`src/rtl/pid_sum_sched.sv`:
```
// PID sum-stage scheduler: issues Kp*e, Ki*i, Kd*d to a shared pipelined multiplier,
// accumulates the products, rescales by the gain fraction and saturates to OW bits.
module pid_sum_sched #(
    parameter int DW   = 16,
    parameter int GW   = 16,
    parameter int FRAC = 8,
    parameter int OW   = 16,
    parameter int TMO  = 64
) (
    input  logic                 clk,
    input  logic                 rst,
    input  logic                 sum_enable,
    input  logic [DW-1:0]        err_term,
    input  logic [DW-1:0]        int_term,
    input  logic [DW-1:0]        deriv_term,
    input  logic [GW-1:0]        kp,
    input  logic [GW-1:0]        ki,
    input  logic [GW-1:0]        kd,
    output logic [DW-1:0]        mul_a,
    output logic [GW-1:0]        mul_b,
    output logic                 mul_valid,
    input  logic [DW+GW-1:0]     mul_p,
    input  logic                 mul_pvalid,
    output logic [OW-1:0]        sum_out,
    output logic                 sum_rdy,
    output logic                 sat_flag,
    output logic                 mul_tmo,
    output logic                 busy
);

    localparam int PW = DW + GW;
    localparam int AW = DW + GW + 2;
    localparam int TW = $clog2(TMO + 1);
    localparam logic [TW-1:0] TMO_C = TW'(TMO);
    localparam logic signed [AW-1:0] SMAX = {{(AW-OW+1){1'b0}}, {(OW-1){1'b1}}};
    localparam logic signed [AW-1:0] SMIN = {{(AW-OW+1){1'b1}}, {(OW-1){1'b0}}};

    typedef enum logic [2:0] {
        IDLE, LOAD, ISSUE_P, ISSUE_I, ISSUE_D, WAIT, SAT, DONE
    } state_t;

    state_t state_reg, state_next;

    logic [DW-1:0]           int_reg, deriv_reg;
    logic [GW-1:0]           ki_reg, kd_reg;
    logic [DW-1:0]           mul_a_reg;
    logic [GW-1:0]           mul_b_reg;
    logic signed [AW-1:0]    acc_reg;
    logic [1:0]              count_reg;
    logic [TW-1:0]           timer_reg;
    logic [OW-1:0]           sum_out_reg;
    logic                    sat_reg;

    logic                    issuing;
    logic                    collect;
    logic [1:0]              count_next;
    logic signed [AW-1:0]    acc_next;
    logic                    timed_out;
    logic signed [AW-1:0]    shifted;
    logic [OW-1:0]           sat_val;
    logic                    sat_hit;

    assign issuing = (state_reg == ISSUE_P) || (state_reg == ISSUE_I) || (state_reg == ISSUE_D);

    // Products are only taken while the pipeline can still owe us one.
    assign collect    = (issuing || (state_reg == WAIT)) && (count_reg != 2'd3) && mul_pvalid;
    assign count_next = count_reg + {1'b0, collect};
    assign acc_next   = acc_reg + $signed({{(AW-PW){mul_p[PW-1]}}, mul_p});

    always_comb begin
        shifted = acc_reg >>> FRAC;
        sat_val = shifted[OW-1:0];
        sat_hit = 1'b0;
        if (shifted > SMAX) begin
            sat_val = SMAX[OW-1:0];
            sat_hit = 1'b1;
        end else if (shifted < SMIN) begin
            sat_val = SMIN[OW-1:0];
            sat_hit = 1'b1;
        end
    end

    // A product landing in the timeout cycle still completes the sum.
    assign timed_out = (state_reg == WAIT) && (count_next != 2'd3) && (timer_reg == TMO_C);

    always_comb begin
        state_next = state_reg;
        case (state_reg)
            IDLE:    if (sum_enable) state_next = LOAD;
            LOAD:    state_next = ISSUE_P;
            ISSUE_P: state_next = ISSUE_I;
            ISSUE_I: state_next = ISSUE_D;
            ISSUE_D: state_next = WAIT;
            WAIT: begin
                if (count_next == 2'd3)
                    state_next = SAT;
                else if (timed_out)
                    state_next = IDLE;
            end
            SAT:     state_next = DONE;
            DONE:    state_next = IDLE;
            default: state_next = IDLE;
        endcase
    end

    always_ff @(posedge clk) begin
        if (rst) begin
            state_reg   <= IDLE;
            int_reg     <= '0;
            deriv_reg   <= '0;
            ki_reg      <= '0;
            kd_reg      <= '0;
            mul_a_reg   <= '0;
            mul_b_reg   <= '0;
            acc_reg     <= '0;
            count_reg   <= '0;
            timer_reg   <= '0;
            sum_out_reg <= '0;
            sat_reg     <= 1'b0;
        end else begin
            state_reg <= state_next;
            case (state_reg)
                LOAD: begin
                    // The P operands go straight into the issue registers.
                    mul_a_reg <= err_term;
                    mul_b_reg <= kp;
                    int_reg   <= int_term;
                    deriv_reg <= deriv_term;
                    ki_reg    <= ki;
                    kd_reg    <= kd;
                    acc_reg   <= '0;
                    count_reg <= '0;
                    timer_reg <= '0;
                end
                ISSUE_P: begin
                    mul_a_reg <= int_reg;
                    mul_b_reg <= ki_reg;
                end
                ISSUE_I: begin
                    mul_a_reg <= deriv_reg;
                    mul_b_reg <= kd_reg;
                end
                SAT: begin
                    sum_out_reg <= sat_val;
                    sat_reg     <= sat_hit;
                end
                default: ;
            endcase
            if (issuing || (state_reg == WAIT)) begin
                timer_reg <= timer_reg + 1'b1;
            end
            if (collect) begin
                acc_reg   <= acc_next;
                count_reg <= count_next;
            end
        end
    end

    assign mul_a     = mul_a_reg;
    assign mul_b     = mul_b_reg;
    assign mul_valid = issuing;
    assign sum_out   = sum_out_reg;
    assign sat_flag  = sat_reg;
    assign sum_rdy   = (state_reg == DONE);
    assign mul_tmo   = timed_out;
    assign busy      = (state_reg != IDLE);

endmodule

```
`config.mk`:
```
export PLATFORM = sky130hd
export DESIGN_NAME = pid_sum_sched
export DESIGN_NICKNAME = d
export VERILOG_FILES = /design/src/rtl/pid_sum_sched.sv
export SDC_FILE = /design/constraint.sdc
export NUM_CORES = 1
export LEC_CHECK = 0
export ABC_AREA = 1
export ABC_CLOCK_PERIOD_IN_PS = 2500
export BUFFER_PORTS_ARGS = -buffer_cell sky130_fd_sc_hd__buf_2
export CAP_MARGIN = 30
export CORE_ASPECT_RATIO = 0.75
export CORE_UTILIZATION = 55
export CTS_CLUSTER_SIZE = 20
export DETAILED_ROUTE_END_ITERATION = 12
export PLACE_DENSITY = 0.84
export SYNTH_ARGS = -nofsm -noshare
export SYNTH_HDL_FRONTEND = slang
export SYNTH_SLANG_ARGS = --single-unit
```
`constraint.sdc`:
```
create_clock -name clk -period 2.5 [get_ports clk]
set_input_delay 0.25 -clock clk [delete_from_list [all_inputs] [get_ports clk]]
set_output_delay 0.25 -clock clk [all_outputs]
set_load 0.01 [all_outputs]
```
### Word-level counts from Yosys, hierarchy flattened

Cells that the tools add are included.

* flip-flop bits (word level): 159
* logic and storage cells: 59
* bits of input ports: 132

* add/sub/neg operators: 3
* equality and inequality tests: 13
* mux-type cells: 16
* $lt $le $gt $ge: 2
* reduce and logical (&&, ||, !) cells: 13

Operators with widths (count)
* case mux 16 bit (3 select lines): 2
* two-way mux 34 bit: 2
* adder 34 x 32 -> 34 bit: 1
* two-way mux 16 bit: 2
* greater-than comparator 26 x 16 -> 1 bit, second input constant: 1
* < comparator 26 x 16 -> 1 bit, second input constant: 1
* case mux 3 bit (8 select lines): 1
* two-way mux 7 bit: 2
* equality test 3 bit, second input constant: 4
* two-way mux 3 bit: 3
* adder 7 x 1 -> 7 bit, second input constant: 1
* equality test 7 bit, second input constant: 1
* equality test 3 x 2 -> 1 bit, second input constant: 2
* != test 2 bit, second input constant: 3
* nonzero test 3 bit: 2
* logical AND 1 bit: 4
* two-way mux 2 bit: 2
* nonzero test 2 bit: 2
* equality test 3 x 1 -> 1 bit, second input constant: 1
* zero test 3 bit: 1
* logical OR 1 bit: 3
* != test 3 x 2 -> 1 bit, second input constant: 1
* adder 2 x 1 -> 2 bit: 1
* equality test 2 bit, second input constant: 1
* 2 further kinds: 3

### Logic depth before layout (Yosys ltp)

* depth in word-level cells: 13
* mapped depth: 15
* gate-level depth less buffers: 14

### Least setup slack after synthesis

No wires, ideal clock.

* path kind: register to register
* from: reg state_reg[2]
* to: reg state_reg[2]
* clock period less this slack: 2055 ps
* setup time: 128 ps
* stages on the path, launching flop included: 16
* path slack: 445 ps
* arrival: 1928 ps
* path through: dfxtp_1 buf_4 nor2_4 inv_2 nand2_2 nor2_4 inv_4 nand3_4 inv_2 buf_4 ha_1 xnor2_1 o21ai_0 nor2_1 nor3_1 nor2_1

* word-level cells in the longest chain between the ends: 12
* elaborated cells between the ends (all ways): 23
* classes of those cells: add/sub: 1; eq/ne: 11; mux: 2; reduce/logical: 9

Ends and longest elaborated chain
* start, declared: RTL line 42 `state_t state_reg, state_next;`
* start signal, assigned: RTL line 121 `state_reg <= state_next;`
* equality test 3 x 2 -> 1 bit: RTL line 63 `assign issuing = (state_reg == ISSUE_P) || (state_reg == ISSUE_I) || (state_reg == ISSUE_D);`
* logical OR 1 bit: RTL line 63
* logical OR 1 bit *: RTL line 63
* net mul_valid: RTL line 21 `output logic mul_valid,`
* logical OR 1 bit *: RTL line 66 `assign collect = (issuing || (state_reg == WAIT)) && (count_reg != 2'd3) && mul_pvalid;`
* logical AND 1 bit * (2 in series): RTL line 66
* adder 2 x 1 -> 2 bit *: RTL line 67 `assign count_next = count_reg + {1'b0, collect};`
* != test 2 bit: RTL line 84 `assign timed_out = (state_reg == WAIT) && (count_next != 2'd3) && (timer_reg == TMO_C);`
* logical AND 1 bit (2 in series): RTL line 84
* != test 3 x 2 -> 1 bit (no line)
* AND reduction 2 bit (no line)

Mark *: on every way through the listed nets, which the timed path passes. The rest lies on a longest branch.
A chain may end at the register's enable or synchronous reset.

### Worst setup path after layout

* from: reg state_reg[1]
* to: out mul_tmo

* word-level cells in the longest chain between the ends: 10
* elaborated cells between the ends (all ways): 13
* classes of those cells: add/sub: 1; eq/ne: 5; reduce/logical: 7

Ends and longest elaborated chain
* equality test 3 x 2 -> 1 bit: RTL line 63
* logical OR 1 bit (2 in series): RTL line 63
* logical OR 1 bit: RTL line 66
* logical AND 1 bit (2 in series): RTL line 66
* adder 2 x 1 -> 2 bit: RTL line 67
* != test 2 bit: RTL line 84
* logical AND 1 bit * (2 in series): RTL line 84
* end, declared: RTL line 27 `output logic mul_tmo,`

Mark *: on every way between the ends. The rest lies on a longest branch, timed or not.

==> results.sh <==
export IMPL_max_freq_mhz=416
export IMPL_crit_type="flip-flop to output port"
export IMPL_root_buffer="clkbuf_16"
export IMPL_start_util=0.575
export IMPL_num_antenna_cells=0
export IMPL_grt_pass1_vias=8204
export IMPL_ys_seq_elements=159
export IMPL_drv_cap=0
export IMPL_power_uw=7530
export IMPL_syn_area_per_cell_sq_um=6.69
export IMPL_finalCriticalPeriod_ps=2400
export IMPL_end_kind="output port"
export IMPL_cp_data_required_time_ps=2250
export IMPL_start_kind="flip-flop"
export IMPL_grtUsageTotal=0.321
export IMPL_r2r_slack_ps=230
export IMPL_layout_drive_gt1_share=0.184
export IMPL_dpl_instance_area_sq_um=9550
export IMPL_antenna_found_initial=0
export IMPL_whs_path_depth=3
export IMPL_grt_max_degree=66
export IMPL_vias=9212
export IMPL_cts_made_buffers=17
export IMPL_final_nets=1606
export IMPL_r2r_start="acc_reg[0]"
export IMPL_critPathArrivalTime_ps=2150
export IMPL_path_clk_slew_ps=80
export IMPL_fin_skew_ps=14.9
export IMPL_status="completed"
export IMPL_clockBufferDepth=2
export IMPL_drc=0
export IMPL_hold_start="deriv_term[4]"
export IMPL_fillers=1322
export IMPL_power_leakage_uw=0.00487
export IMPL_htreeDepth=4
export IMPL_largest_register_ff_count=34
export IMPL_dpl_hpwl_mm=17.8
export IMPL_yosys_warnings=0
export IMPL_grt_pass1_wl_mm=40.7
export IMPL_stdcell_area_sq_um=10200
export IMPL_hold_buffers=0
export IMPL_maxSlewViolCount=0
export IMPL_clock_sinks=159
export IMPL_io_buffers=184
export IMPL_core_sq_um=14800
export IMPL_die_area_sq_um=16000
export IMPL_maxSlewHeadroom=0.489
export IMPL_die_w_um=146
export IMPL_clk_latency_ps=440
export IMPL_yosysSeqAreaShare=0.374
export IMPL_fp_dieH_um=110
export IMPL_grt_overflow=0
export IMPL_first_pass_iters=6
export IMPL_cp_max_fo=7
export IMPL_via_per_inst=5.59
export IMPL_fin_crit_sh=0.962
export IMPL_synth_cells=1271
export IMPL_avgRoutedWirePerCell_um=15.6
export IMPL_io_pins=185
export IMPL_drt_initial_drc_count=1001
export IMPL_routabilityCongestion=1.01
export IMPL_area_growth_pct=20.2
export IMPL_finalSetupViolations=0
export IMPL_cts_tree="done"
export IMPL_finalHoldViolCount=0
export IMPL_synth_distinct_cells=37
export IMPL_ant_nets=0
export IMPL_tightest_slew_ps=764
export IMPL_synth_net_count=1441
export IMPL_power_density_nw_per_um2=737
export IMPL_reg2reg_depth=13
export IMPL_wl_mm=25.7
export IMPL_vdd_ir_drop_max_uv=509
export IMPL_holdPathEnd="deriv_reg[4]"
export IMPL_netlist_area_sq_um=8500
export IMPL_rows=38
export IMPL_hold_class="input port to flip-flop"
export IMPL_r2r_end="acc_reg[32]"
export IMPL_whs_ps=31.5
-- cell type report --
type / count / area, sq um / share of cell area
Multi-Input combinational cell: 927 / 4610 / 0.451
Sequential cell: 159 / 3190 / 0.312
Inverter: 130 / 498 / 0.0487
Clock inverter: 15 / 169 / 0.0165
Clock buffer: 17 / 425 / 0.0416
Tap cell: 200 / 250 / 0.0245
Timing Repair Buffer: 201 / 1070 / 0.105
-- kinds of logic (layout without fill, tap and decap cells) --
| logic type | count (synthesis) | after routing | synth area share |
|---|---|---|---|
| xor gates and xnor gates | 3 | 3 | 0.00309 |
| DFF | 159 | 159 | 0.374 |
| buffers and inverters | 185 | 363 | 0.0877 |
| and+or+nand+nor | 567 | 567 | 0.271 |
| adders and majority gates | 38 | 38 | 0.0568 |
| AOI/OAI and AO/OA | 319 | 319 | 0.207 |
-- worst max-delay path by stage --
stage,from,end,cells after the start
after detailed placement,mul_p[0],acc_reg[32],14
final,state_reg[1],mul_tmo,12
after CTS,state_reg[1],mul_tmo,12
after global routing,state_reg[1],mul_tmo,13
after global placement,mul_p[0],acc_reg[32],14
after floorplan,state_reg[2],state_reg[2],15
-- what timing repair did --
action | in CTS | in global routing
pin swaps | 0 | 3
resized for setup | 5 | 9
buffers inserted | 0 | 4
endpoints found under the setup margin | 1 | 1
-- metrics by stage --
| step | cells | utilization | setup TNS (ps) | setup slack (ps) |
|---|---|---|---|---|
| finish | 1649 | 0.691 | 0 | 96.0 |
| global route | 1649 | 0.691 | -9.30 | -9.30 |
| detailed placement | 1613 | 0.646 | 0 | 270 |
| CTS | 1645 | 0.687 | 0 | 15.1 |
| floorplan | 1271 | - | 0 | 445 |
| global placement | 1613 | 0.646 | 0 | 359 |
-- layout by cell type (no fill, tap or decap), types with 8 or more instances in the layout --
master / n
a21oi_1: 129
a221oi_1: 26
a22oi_1: 8
a31oi_1: 9
buf_2: 184
buf_4: 15
clkbuf_16: 17
dfxtp_1: 156
ha_1: 36
inv_1: 121
nand2_1: 297
nand3_1: 47
nor2_1: 181
nor3_1: 11
o21ai_0: 125
o21ai_1: 12
-- worst max-delay path: stages (launching register included) --
cell      delay (ps)
dfxtp_2          360
clkinv_4          90
nand3_2           90
nand2_2           80
nor2_4           160
inv_4             80
nand3_4           60
inv_2             50
ha_2             180
xnor2_2          170
o21ai_1          100
nor2_1           160
buf_2            160
-- where the power goes --
part           total, uW  internal (uW)  leakage, uW  switching, uW
combinational       1890            648      0.00327           1240
sequential          3040           2860      0.00130            182
clock               2590           1350     0.000289           1250
-- routing by layer --
metal  global-route usage  vias up  routed length [um]
met5                    0        -                   0
met4               0.0985        0                 527
met3               0.0660       47                2680
met2                0.496      443               11000
met1                0.453     4188               11400
li1                     -     4534                   -
-- synthesized netlist by cell type (all sizes together) --
library cell / count / area share
xor2: 1 / 0.0010
a221oi: 26 / 0.027
o21ai: 137 / 0.081
xnor2: 2 / 0.0021
o21bai: 4 / 0.0035
ha: 37 / 0.054
o31ai: 1 / 0.00088
o21a: 1 / 0.00088
nor4: 4 / 0.0029
buf: 14 / 0.012
a21oi: 130 / 0.078
nand2: 300 / 0.13
o22ai: 1 / 0.00074
inv: 130 / 0.058
a31oi: 9 / 0.0066
nor2: 189 / 0.087
nand4: 3 / 0.0022
or2: 5 / 0.0037
a22oi: 8 / 0.0071
dfxtp: 159 / 0.37
nand3b: 6 / 0.0053
nand3: 49 / 0.030
o41ai: 1 / 0.0010
o221ai: 1 / 0.0010
nor3: 11 / 0.0065
clkbuf: 41 / 0.018
fa: 1 / 0.0024
Note: power is estimated with default switching activity, not from simulation.
